`src/rtl/rwc_chal_seq.sv`:
```
// Challenge sequencer: issues NUM_CHAL address/LFSR challenges to a collision
// generator, waits on its available handshake, and returns write^clean words to the host.
module rwc_chal_seq #(
  parameter int NUM_CHAL = 16,
  parameter int TIMEOUT  = 64
) (
  input  logic        clk,
  input  logic        rst,
  input  logic        start,
  input  logic [9:0]  base_addr,
  input  logic [31:0] seed,
  output logic        busy,
  output logic        gen_enable,
  output logic [9:0]  cha_addr,
  output logic [31:0] cha_data,
  input  logic        available,
  input  logic [31:0] rsp_write,
  input  logic [31:0] rsp_clean,
  output logic        rsp_valid,
  input  logic        rsp_ready,
  output logic [31:0] rsp_data,
  output logic [9:0]  rsp_index,
  output logic        done,
  output logic        timeout_err
);
  localparam int CW = $clog2(TIMEOUT + 1);
  localparam logic [9:0]    LAST = 10'(NUM_CHAL - 1);
  localparam logic [CW-1:0] TLIM = CW'(TIMEOUT - 1);

  typedef enum logic [2:0] {
    IDLE, ISSUE, WAIT_LO, WAIT_HI, CAPTURE, PRESENT, DONE
  } state_t;

  state_t        state, state_nxt;
  logic [CW-1:0] cnt;
  logic [9:0]    index;
  logic [31:0]   lfsr, lfsr_nxt, seed_ok;
  logic          to_hit, xfer;

  assign lfsr_nxt = {lfsr[30:0], lfsr[31] ^ lfsr[21] ^ lfsr[1] ^ lfsr[0]};
  // An all-zero LFSR would lock up, so a zero seed is promoted to 1.
  assign seed_ok  = (seed == 32'h0) ? 32'h1 : seed;

  always_ff @(posedge clk) begin
    if (rst) state <= IDLE;
    else     state <= state_nxt;
  end

  always_comb begin
    state_nxt  = state;
    to_hit     = 1'b0;
    xfer       = 1'b0;
    busy       = (state != IDLE);
    gen_enable = (state == ISSUE);
    rsp_valid  = (state == PRESENT);
    done       = (state == DONE);
    case (state)
      IDLE:    if (start) state_nxt = ISSUE;
      ISSUE: begin
        if (!available) state_nxt = WAIT_LO;
        else if (cnt == TLIM) begin
          state_nxt = DONE;
          to_hit    = 1'b1;
        end
      end
      WAIT_LO: begin
        if (available) state_nxt = WAIT_HI;
        else if (cnt == TLIM) begin
          state_nxt = DONE;
          to_hit    = 1'b1;
        end
      end
      WAIT_HI: state_nxt = CAPTURE;
      CAPTURE: state_nxt = PRESENT;
      PRESENT: begin
        if (rsp_ready) begin
          xfer      = 1'b1;
          state_nxt = (index == LAST) ? DONE : ISSUE;
        end
      end
      DONE:    state_nxt = IDLE;
      default: state_nxt = IDLE;
    endcase
  end

  always_ff @(posedge clk) begin
    if (rst) begin
      cnt         <= '0;
      index       <= '0;
      lfsr        <= 32'h1;
      cha_addr    <= '0;
      cha_data    <= '0;
      rsp_data    <= '0;
      rsp_index   <= '0;
      timeout_err <= 1'b0;
    end else begin
      // Any state change clears the counter, which covers entry to ISSUE and WAIT_LO.
      cnt <= (state_nxt != state) ? '0 : cnt + 1'b1;
      if (state == IDLE && start) begin
        index       <= '0;
        lfsr        <= seed_ok;
        cha_addr    <= base_addr;
        cha_data    <= seed_ok;
        timeout_err <= 1'b0;
      end
      if (to_hit) timeout_err <= 1'b1;
      if (state == CAPTURE) begin
        rsp_data  <= rsp_write ^ rsp_clean;
        rsp_index <= index;
      end
      // Challenge registers change only here, so they hold from ISSUE through CAPTURE.
      if (xfer && index != LAST) begin
        index    <= index + 10'd1;
        lfsr     <= lfsr_nxt;
        cha_addr <= cha_addr + 10'd1;
        cha_data <= lfsr_nxt;
      end
    end
  end
endmodule
```
`config.mk`:
```
export PLATFORM = sky130hd
export DESIGN_NAME = rwc_chal_seq
export DESIGN_NICKNAME = d
export VERILOG_FILES = /design/src/rtl/rwc_chal_seq.sv
export SDC_FILE = /design/constraint.sdc
export NUM_CORES = 1
export LEC_CHECK = 0
export CAP_MARGIN = 30
export CELL_PAD_IN_SITES_DETAIL_PLACEMENT = 1
export CELL_PAD_IN_SITES_GLOBAL_PLACEMENT = 1
export CORE_MARGIN = 10
export CORE_UTILIZATION = 34
export CTS_CLUSTER_SIZE = 10
export DETAILED_ROUTE_END_ITERATION = 7
export GPL_TIMING_DRIVEN = 0
export PLACE_DENSITY_LB_ADDON = 0.05
export SETUP_SLACK_MARGIN = 0.2
export SLEW_MARGIN = 5
export SYNTH_ARGS = -nofsm -noshare
export SYNTH_HDL_FRONTEND = slang
export SYNTH_SLANG_ARGS = --single-unit
```
`constraint.sdc`:
```
create_clock -name clk -period 3.4 [get_ports clk]
set_input_delay 0.68 -clock clk [delete_from_list [all_inputs] [get_ports clk]]
set_output_delay 0.68 -clock clk [all_outputs]
set_load 0.03 [all_outputs]
```
After elaboration in Yosys (flattened, before gate mapping)
Index checks and enable logic that the tools add are counted.
{"block": "totals", "regBits": 137, "latchBits": 0, "ramBits": 0, "rom_bits": 0, "inputBits": 111, "output_inout_bits": 89, "wordCells": 56, "memories": 0}
{"block": "classes", "n_addsub": 3, "n_mul": 0, "div_mod_pow": 0, "n_lt_le_gt_ge": 0, "eq_ne": 10, "shift": 0, "n_mux": 22, "n_bitwise": 4, "n_reduce_logical": 8}
{"cell": "two-way mux 32 bit", "n": 3}
{"cell": "two-way mux 10 bit", "n": 4}
{"cell": "zero test 32 bit", "n": 1}
{"cell": "bitwise XOR 32 bit", "n": 1}
{"cell": "adder 10 x 1 -> 10 bit, second input constant", "n": 2}
{"cell": "two-way mux 3 bit", "n": 6}
{"cell": "one-hot mux 3 bit (6 select lines)", "n": 1}
{"cell": "equality test 10 x 4 -> 1 bit, second input constant", "n": 1}
{"cell": "!= test 10 x 4 -> 1 bit, second input constant", "n": 1}
{"cell": "equality test 3 bit, second input constant", "n": 3}
{"cell": "adder 7 x 1 -> 7 bit, second input constant", "n": 1}
{"cell": "equality test 7 x 6 -> 1 bit, second input constant", "n": 1}
{"cell": "two-way mux 1 bit", "n": 7}
{"cell": "equality test 3 x 2 -> 1 bit, second input constant", "n": 2}
{"cell": "nonzero test 2 bit", "n": 2}
{"cell": "equality test 3 x 1 -> 1 bit, second input constant", "n": 1}
{"cell": "zero test 3 bit", "n": 1}
{"cell": "!= test 3 bit", "n": 1}
{"cell": "nonzero test 3 bit", "n": 1}
{"cell": "bitwise XOR 1 bit", "n": 3}
{"cell": "logical AND 1 bit", "n": 2}
{"cell": "one-hot mux 1 bit (2 select lines)", "n": 1}
{"cell": "OR reduction 2 bit", "n": 1}

Depth between registers and ports, before layout
{"block": "depth", "ltp_word": 6, "ltp_mapped": 8, "ltp_nobuf": 6}

Worst setup path after synthesis
OpenSTA, ideal clock, no wires.
{"block": "synth_timing", "path_kind": "register -> output", "from": "reg state[0]", "to": "out gen_enable", "arrival_ns": 1.384, "required_time_ns": 2.720, "path_slack_ns": 1.336, "stages_incl_launch_ff": 4, "path_buffers": 1, "cell_sequence": "dfxtp_1 buf_2 inv_1 nor3_1"}
{"block": "synth_via", "elab_chain_len": 1}
{"element": "start: declaration", "line_no": "34", "text": "state_t state, state_nxt;"}
{"element": "start signal: assignment", "line_no": "46", "text": "else state <= state_nxt;"}
{"element": "equality test 3 x 1 -> 1 bit", "line_no": "54", "text": "gen_enable = (state == ISSUE);"}
{"element": "end: declaration", "line_no": "13", "text": "output logic gen_enable,"}
No other way between the ends.

Worst setup path after layout
{"block": "layout_timing", "from": "reg state[1]", "to": "out done"}
{"block": "layout_via", "elab_chain_len": 1}
{"element": "equality test 3 bit", "line_no": "56", "text": "done = (state == DONE);"}
{"element": "end: declaration", "line_no": "23", "text": "output logic done,"}
No other way between the ends.

==> metrics.csv <==
metric,value,unit
Port Buffers,198,
CP Data Required Time,2.72,ns
WHS,0.4613,ns
top cell type's share of synthesized area,41.17,%
peak fanout along the critical path,10,
Lkg Pwr,2.886,nW
post-CTS sizing,0,
clk_lat worst skew,0.35,ns
GR Util met1,19.61,%
worst vdd ir,269.1,µV
die height,143.1,µm
Final TNS setup,0,ns
crit path time final,3.009,ns
Fin Clk Skew,0.005666,ns
Post-Syn Nets,738,
Inserted Clock Buffers,9,
sequential area share after synthesis,41.17,%
hold_buf cts,0,
Fill cells,1729,
Ant. Diodes,0,
initial antenna violation count,0,
IO Count,200,
Hold Path Class,register to register,
mapped cell area,5155,µm²
Post-Syn Area per Cell,8.261,µm²
Tcrit/Tclk final,88.50,%
ys flop type,dfxtp_1,
Root Buffer,clkbuf_16,
power density over cell area,429.0,nW/µm²
Vias/cell,5.136,
CTS Sinks,106,
CTS tree,built,
post-synth top area cell,dfxtp_1,
die area,20490,µm²
Initial Util,35.07,%
total power,3.277,mW
share of post-route cells with drive strength above 1,8.005,%
Syn. warnings,0,
Horiz. Die Dim,143.1,µm
Post-CTS Setup Bufs,0,
critical path type,register to output port,
row cnt,44,
fmax,0.3323,GHz
layer with the highest usage,met2,
critical path endpoint category,output port,
RSZ-0062 raised after global routing,false,
Post-synth EDFFs,0,
Area contributors post-synth,"dfxtp_1 (41%), xnor2_1 (6.1%), a21oi_1 (5.4%), nand2_1 (5.0%), a211oi_1 (4.8%)",
drt pass-1 iters,4,
Worst Setup Start Kind,register,
GR Overflow Total,0,
max_cap viols,0,
Antenna Nets Post-Route,0,
H-Tree Depth,3,
Slew @ Worst Pin,0.6727,ns
clock transition at the registers of the reported paths,0.07,ns
pin count of the biggest net entering global routing,16,
core area,14700,µm²
DRC Markers,0,
GPL Wtd Cong,0.8095,
final WL,19030,µm
DRT iter0 DRCs,193,
max-slew violations,0,
DR WL/cell,18.64,µm
vias in the first global route,5771,
crit path DAT,2.33,ns
Yosys reg bits,106,
Final nets,947,
Total GRT Usage,18.15,%
Global Route met2 Usage,31.63,%
first-pass GRT wire length,30020,µm
Final Hold Violating Endpoints,0,
"top cells by count, synth","dfxtp_1 (106), nand2_1 (68), nor2_1 (63), a21oi_1 (56)",
hpwl dp,15280,µm
Area Overhead vs Synth,48.20,%
Worst Reg-to-Reg Cells,7,
"Distinct cells, synth",52,
Vias,5244,
fraction of registers with async set/reset,0,%
CTS Buffer Depth,2,
cell depth of the worst hold path,1,
most frequent cell after synthesis,dfxtp_1,
# setup viols final,0,
Post-Synthesis Cells,624,
Rel. slew slack,55.16,%
Final Util,51.97,%
grt met3 use,9.154,%
outcome,finished clean,
[cell families (layout without fill, tap and decap cells)]
family / count (synthesis) / after routing / share of synthesized area, %
AND/OR/NAND/NOR: 224 / 224 / 20.05
adder cells (fa/ha/maj): 3 / 3 / 0.7282
XOR/XNOR: 41 / 41 / 6.966
buffers and inverters: 82 / 295 / 9.223
multiplexers: 2 / 2 / 0.4126
flip-flops: 106 / 106 / 41.17
AO/OA/AOI/OAI: 166 / 166 / 21.46
[final timing paths]
kind | start | end | slack, ns
worst min register to register | cnt[0]$_SDFF_PP0_ | cnt[0]$_SDFF_PP0_ | 0.46
worst max-delay path | state[1]$_SDFF_PP0_ | done | 0.39
worst min-delay path | cnt[0]$_SDFF_PP0_ | cnt[0]$_SDFF_PP0_ | 0.46
worst max register to register | index[0]$_SDFFE_PP0P_ | cha_addr[9]$_SDFFE_PP0P_ | 1.07
[registers in the layout, summed over array words and instances (netlist names)]
name / cells
cnt: 7
lfsr: 1
rsp_data: 32
state: 3
cha_data: 32
timeout_err: 1
rsp_index: 10
cha_addr: 10
index: 10
[cell type report]
type	instances	area (µm²)	share of cell area [%]
plain buffers	75	449.2	5.879
clock buffers	13	260.3	3.406
clock inverters	2	12.51	0.1638
inverters	7	26.28	0.3439
multi-input cells	436	2557	33.48
flip-flops and latches	106	2122	27.78
well taps	184	230.2	3.013
repair buffers	198	1982	25.94
[per-stage QoR]
step | setup slack (ns) | cells | instance area [µm²]
2_1_floorplan | 1.336 | 624 | 5155
3_3_place_gp | 0.5821 | 1006 | 7367
3_5_place_dp | 0.5327 | 1006 | 7367
4_1_cts | 0.4028 | 1021 | 7640
5_1_grt | 0.2037 | 1021 | 7640
6_report | 0.3910 | 1021 | 7640
[critical path, cell delays in order, from the launching register on]
cell and delay (ns):
dfxtp_1 0.32, clkbuf_1 0.28, clkbuf_1 0.38, nand2_1 0.18, nor2_1 0.13, clkdlybuf4s50_1 0.68
[per-layer routing]
metal / vias to the layer above / share of wire, %
met5: - / 0
met3: 13 / 11
met1: 2489 / 41
li1: 2583 / -
met4: 0 / 0.75
met2: 159 / 48
[report_power, final]
group	internal, mW	switching [mW]	total (mW)
registers	1.33	0.0648	1.39
clock network	0.533	0.466	1.00
logic	0.417	0.469	0.885
total	2.28	1.00	3.28
[cells in the final DEF, fill, tap and decap left out, drive strengths merged, types with 3 or more instances in the layout]
cell type / n
clkdlybuf4s50: 198
dfxtp: 106
nand2: 68
nor2: 63
a21oi: 56
buf: 49
clkbuf: 39
nand3: 36
xnor2: 36
a211oi: 33
a21o: 24
o21ai: 15
and3: 14
nor3: 11
nor4: 9
inv: 7
a31oi: 7
a22oi: 6
or3: 5
nand4: 5
xor2: 5
o31ai: 4
nand3b: 3
a211o: 3
ha: 3
and2: 3
o211ai: 3
No activity file was read; power rests on OpenSTA's default activity.
